`src/rtl/rf_writeback_queue.sv`:
```
// Register-file write-back merge queue: ALU and load producers feed one FIFO that
// retires one write per cycle and publishes a per-register pending bitmap.
module rf_writeback_queue #(
  parameter int DATA_W = 32,
  parameter int ADDR_W = 5,
  parameter int DEPTH  = 4
) (
  input  logic                    clk,
  input  logic                    reset,
  input  logic                    a_valid,
  output logic                    a_ready,
  input  logic [ADDR_W-1:0]       a_rd,
  input  logic [DATA_W-1:0]       a_data,
  input  logic                    m_valid,
  output logic                    m_ready,
  input  logic [ADDR_W-1:0]       m_rd,
  input  logic [DATA_W-1:0]       m_data,
  input  logic                    wb_hold,
  output logic                    we3,
  output logic [ADDR_W-1:0]       a3,
  output logic [DATA_W-1:0]       wd3,
  output logic [2**ADDR_W-1:0]    pending,
  output logic [$clog2(DEPTH):0]  count
);

  // Handshake: a request transfers on a rising edge where valid && ready;
  // rd/data must stay stable while valid is high and ready is low.

  localparam int PW   = $clog2(DEPTH);
  localparam int CW   = PW + 1;
  localparam int NREG = 2**ADDR_W;
  localparam logic [CW:0] DEPTH_F = (CW+1)'(DEPTH);
  localparam logic [CW:0] TWO     = (CW+1)'(2);

  logic [ADDR_W-1:0] ent_rd   [DEPTH];
  logic [DATA_W-1:0] ent_data [DEPTH];
  logic [DEPTH-1:0]  vld;
  logic [PW-1:0]     rd_ptr, wr_ptr;

  logic [ADDR_W-1:0] ent_rd_n [DEPTH];
  logic [DEPTH-1:0]  vld_n;
  logic [PW-1:0]     m_slot;
  logic [CW:0]       free;
  logic              pop, a_push, m_push;
  logic [NREG-1:0]   pending_n;

  assign pop  = (count != '0) && !wb_hold;
  assign free = DEPTH_F - {1'b0, count} + {{CW{1'b0}}, pop};

  // x0 requests are always accepted and simply dropped.
  assign a_ready = (a_rd == '0) || (free != '0);
  assign a_push  = a_valid && a_ready && (a_rd != '0);
  assign m_ready = (m_rd == '0) || (a_push ? (free >= TWO) : (free != '0));
  assign m_push  = m_valid && m_ready && (m_rd != '0);

  // ALU entry is always the older one when both push together.
  assign m_slot = wr_ptr + PW'(a_push);

  // Reset also masks the port so nothing reaches the register file that cycle.
  assign we3 = pop && !reset;
  assign a3  = (count != '0 && !reset) ? ent_rd[rd_ptr]   : '0;
  assign wd3 = (count != '0 && !reset) ? ent_data[rd_ptr] : '0;

  always_comb begin
    ent_rd_n = ent_rd;
    vld_n    = vld;
    if (pop)    vld_n[rd_ptr] = 1'b0;
    if (a_push) begin
      vld_n[wr_ptr]    = 1'b1;
      ent_rd_n[wr_ptr] = a_rd;
    end
    if (m_push) begin
      vld_n[m_slot]    = 1'b1;
      ent_rd_n[m_slot] = m_rd;
    end
  end

  always_comb begin
    pending_n = '0;
    for (int i = 0; i < DEPTH; i++) begin
      if (vld_n[i]) pending_n[ent_rd_n[i]] = 1'b1;
    end
    pending_n[0] = 1'b0;
  end

  always_ff @(posedge clk) begin
    if (reset) begin
      rd_ptr  <= '0;
      wr_ptr  <= '0;
      count   <= '0;
      vld     <= '0;
      pending <= '0;
    end else begin
      rd_ptr  <= rd_ptr + PW'(pop);
      wr_ptr  <= wr_ptr + PW'(a_push) + PW'(m_push);
      count   <= count + CW'(a_push) + CW'(m_push) - CW'(pop);
      vld     <= vld_n;
      ent_rd  <= ent_rd_n;
      pending <= pending_n;
    end
  end

  always_ff @(posedge clk) begin
    if (a_push) ent_data[wr_ptr] <= a_data;
    if (m_push) ent_data[m_slot] <= m_data;
  end

endmodule

```
`config.mk`:
```
export PLATFORM = sky130hd
export DESIGN_NAME = rf_writeback_queue
export DESIGN_NICKNAME = d
export VERILOG_FILES = /design/src/rtl/rf_writeback_queue.sv
export SDC_FILE = /design/constraint.sdc
export NUM_CORES = 1
export LEC_CHECK = 0
export ABC_AREA = 1
export BUFFER_PORTS_ARGS = -buffer_cell sky130_fd_sc_hd__buf_2
export CORE_MARGIN = 5
export CORE_UTILIZATION = 30
export CTS_CLUSTER_SIZE = 24
export DETAILED_ROUTE_END_ITERATION = 10
export MAX_ROUTING_LAYER = met4
export PLACE_DENSITY = 0.54
export SLEW_MARGIN = 20
export SYNTH_ARGS = -nofsm -noshare
export SYNTH_HDL_FRONTEND = slang
export SYNTH_SLANG_ARGS = --single-unit
```
`constraint.sdc`:
```
create_clock -name clk -period 4 [get_ports clk]
set_clock_uncertainty 0.1 [all_clocks]
set_input_delay 0 -clock clk [delete_from_list [all_inputs] [get_ports clk]]
set_output_delay 0 -clock clk [all_outputs]
set_load 0.005 [all_outputs]
```
==> metrics.csv <==
stage;metric;value;unit
sta;RSZ-0062 raised after global routing;yes;
clock_network;clock latency on the worst-skew pair;460;ps
global_route;met1 usage;0.2356;
clock_network;clock sinks;190;
worst_setup_path;Max FO, Critical Path;64;
clock_network;clock root cell;clkbuf_16;
synth;XOR/XNOR Fraction of Synth Area;0.003166;
drt;Total Wirelength;35200;um
drt;1st-pass router iterations;5;
synth;Synth Area in Adders;0.01196;
sta;crit share post-route;0.9202;
synth;mapped cell area;10670;um2
sta;fmax;271.7;MHz
worst_setup_path;Crit Path Class;flip-flop to flip-flop;
synth;ys flop type;edfxtp_1;
global_route;most used routing layer;met2;
layout;Final Non-Filler Cells;2009;
clock_network;H-tree depth;4;
drt;via count;9979;
clock_network;total CTS buffers;17;
min_path;hold crit path type;primary input to flip-flop;
placed_design;gp weighted congestion;0.9070;
synth;Async SR Flop Fraction;0;
run_status;status;completed;
sta;WHS;27.98;ps
synth;Cells after Synth;1335;
layout;fin area;13300;um2
global_route;total global routing overflow;0;
layout;Finished Core Util;0.3766;
synth;dominant cell type by area after synthesis;edfxtp_1;
flow_run;max-cap check violation count;0;
synth;count leader, synth;nand2_1;
global_route;largest net degree at the start of global routing;65;
sta;final worst slack;319.3;ps
synth;top post-synthesis cells by count;453 x nand2_1, 148 x edfxtp_1, 138 x o21ai_0;
placed_design;placed cells;1903;
drt;DRC Markers;0;
worst_setup_path;CP Data Required Time;4070;ps
die;Die Y;198.6;um
global_route;vias in the first global route;9707;
global_route;gr usage total;0.1832;
layout;Final Net Count;1620;
die;core area;35310;um2
synth;simple logic cell fraction of the synthesized area;0.3052;
worst_setup_path;CP most frequent cell;inv_1;
placed_design;Post-Place Setup Slack;150.7;ps
worst_setup_path;CP top delay family;buffers and inverters;
synth;synthesis-stage register bit count;190;
global_route;global-route wire length before repair;54580;um
worst_setup_path;CP Launch Type;flip-flop;
sta;worst rel slew slack;0.4684;
clock_network;CTS max path bufs;2;
die;total die area;39440;um2
placed_design;placed cell areas;11950;um2
synth;post-synthesis sequential area ratio;0.4953;
sta;Sum Neg Setup Slack;0;ps
worst_setup_path;Arr. time, crit path;3750;ps
drt;Routed Antenna Nets;0;
placed_design;PortBufs;152;
synth;synth top area cells;edfxtp_1 42%, nand2_1 16%, dfxtp_1 7.9%;
die;die width;198.6;um
layout;ratio of cells with drive above 1 in the final layout;0.1890;
placed_design;HPWL Detailed;22980;um
synth;main combinational cell family by area after synthesis;simple AND/OR/NAND/NOR gates;
pwr;total power;9.741;mW
die;number of cell rows;69;
synth;mux share of post-synthesis cell area;0;
sta;min Tclk post-route;3681;ps
global_route;met3 usage;0.03015;
pwr;power density cells;732.6;nW/um2
synth;Synth Area in Compound Gates;0.1201;
global_route;met2 GRT Util;0.3054;
die;Initial Utilization;0.3022;
worst_setup_path;crit-path cells;inv_1, nand3_1, nand2_2, ha_1, inv_1, ha_1, nor2_1, nand3_2, nand2_2, inv_1, ha_1, inv_1, nor2_1, nand3_4, inv_4, buf_4, o21ai_0;
sta;Final Hold Fails;0;
pwr;maximum VDD drop;0.3478;mV
synth;Post-synth EDFFs;148;
worst_setup_path;Critical Path Max Stage Delay;560;ps
layout;Area Overhead vs Synth;24.60;%
synth;post-synth cell types;41;
drt;Wirelength per Cell;17.52;um
drt;DR iter-0 viols;913;
drt;Vias/cell;4.967;
synth;Post-Syn Nets;1423;
worst_setup_path;Worst Path Buf+Inv;6;
sta;Max Slew Vio Count;0;
pwr;Static Leakage;5.532;nW
die;IO Pins;154;
synth;Synth warnings;0;
sta;final setup fails;0;
global_route;antenna violations before repair;3;
sta;Slew @ Worst Pin;797.4;ps
synth;Syn Area/Cell;7.994;um2
clock_network;Worst-path clk slew;90;ps
worst_setup_path;slowest cell on the critical path;buf_4;
clock_network;CTS tree;built;
synth;area share of the largest cell type after synthesis;0.4165;
worst_setup_path;Worst setup EP type;flip-flop;
layout;Fillers;3592;
## registers in the layout (all words and copies together), names as in the netlist
register,cells
pending,31
count,3
rd_ptr,2
vld,4
ent_data,128
wr_ptr,2
ent_rd,20
## worst register-to-register path, stage by stage, from the launching register on
cell and delay, ps:
dfxtp_1 330, inv_1 90, nand3_1 130, nand2_2 130, ha_1 170, inv_1 50, ha_1 290, nor2_1 130
nand3_2 100, nand2_2 70, inv_1 50, ha_1 340, inv_1 90, nor2_1 190, nand3_4 180, inv_4 160
buf_4 560, o21ai_0 210
## cell usage in the layout, fill, tap and decap left out, types with 3 or more instances in the layout
| cell | instances |
|---|---|
| buf_12 | 3 |
| nand2_2 | 18 |
| inv_1 | 84 |
| diode_2 | 3 |
| buf_4 | 17 |
| dfxtp_1 | 41 |
| nor2_2 | 9 |
| buf_6 | 3 |
| clkbuf_16 | 17 |
| ha_1 | 7 |
| nor2_1 | 107 |
| a31oi_1 | 32 |
| nand2_1 | 447 |
| inv_6 | 4 |
| o22ai_1 | 8 |
| a22oi_1 | 32 |
| dlygate4sd3_1 | 70 |
| inv_2 | 11 |
| buf_2 | 152 |
| nand3_2 | 9 |
| nand4_1 | 19 |
| nand3_4 | 4 |
| o21ai_1 | 4 |
| inv_8 | 6 |
| inv_4 | 3 |
| o21ai_0 | 138 |
| edfxtp_1 | 148 |
| nor3_1 | 3 |
| nand3_1 | 101 |
| nor2_4 | 22 |
## cell families after synthesis
| group | after synthesis |
|---|---|
| simple gates | 742 |
| compound gates | 222 |
| buf+inv | 168 |
| flops | 190 |
| xor+xnor | 3 |
| fa+ha+maj | 9 |
| other cells | 1 |
## where the power goes
group          total (mW)  switching [mW]  internal (mW)
combinational        4.70            3.32           1.38
clock                1.70           0.868          0.836
sequential           3.34           0.252           3.09
total                9.74            4.44           5.30
## path summary, 6_finish.rpt
check,slack (ps),to,cells after the start,from
worst max-delay path,320,ent_data[1][27]$_DFFE_PP_,17,count[0]$_SDFF_PP0_
worst min register to register,520,vld[1]$_SDFF_PP0_,4,vld[1]$_SDFF_PP0_
worst max register to register,320,ent_data[1][27]$_DFFE_PP_,17,count[0]$_SDFF_PP0_
worst min-delay path,30,vld[1]$_SDFF_PP0_,7,wb_hold
## per-layer routing
| metal | wire length (um) | up-vias |
|---|---|---|
| li1 | - | 4882 |
| met1 | 15100 | 4686 |
| met2 | 17450 | 378 |
| met3 | 2279 | 33 |
| met4 | 374 | 0 |
| met5 | 0 | - |
## layout make-up
type                       count  area (um2)  share of cell area
clock inverter                14       140.1             0.01054
inverter                     101       392.9             0.02955
multi-input combinational    977        4781              0.3596
timing repair buffer         245        1683              0.1266
sequential                   190        5286              0.3976
clock buffer                  18       429.2             0.03228
antenna                        3       7.507           0.0005646
tap                          461       576.8             0.04338
## what timing repair did
action,CTS,global route
buffers inserted,0,1
resized for setup,0,16
endpoints found under the setup margin,0,159
endpoints found under the hold margin,160,0
hold buffers,70,0
No activity file was read; power rests on OpenSTA's default activity.
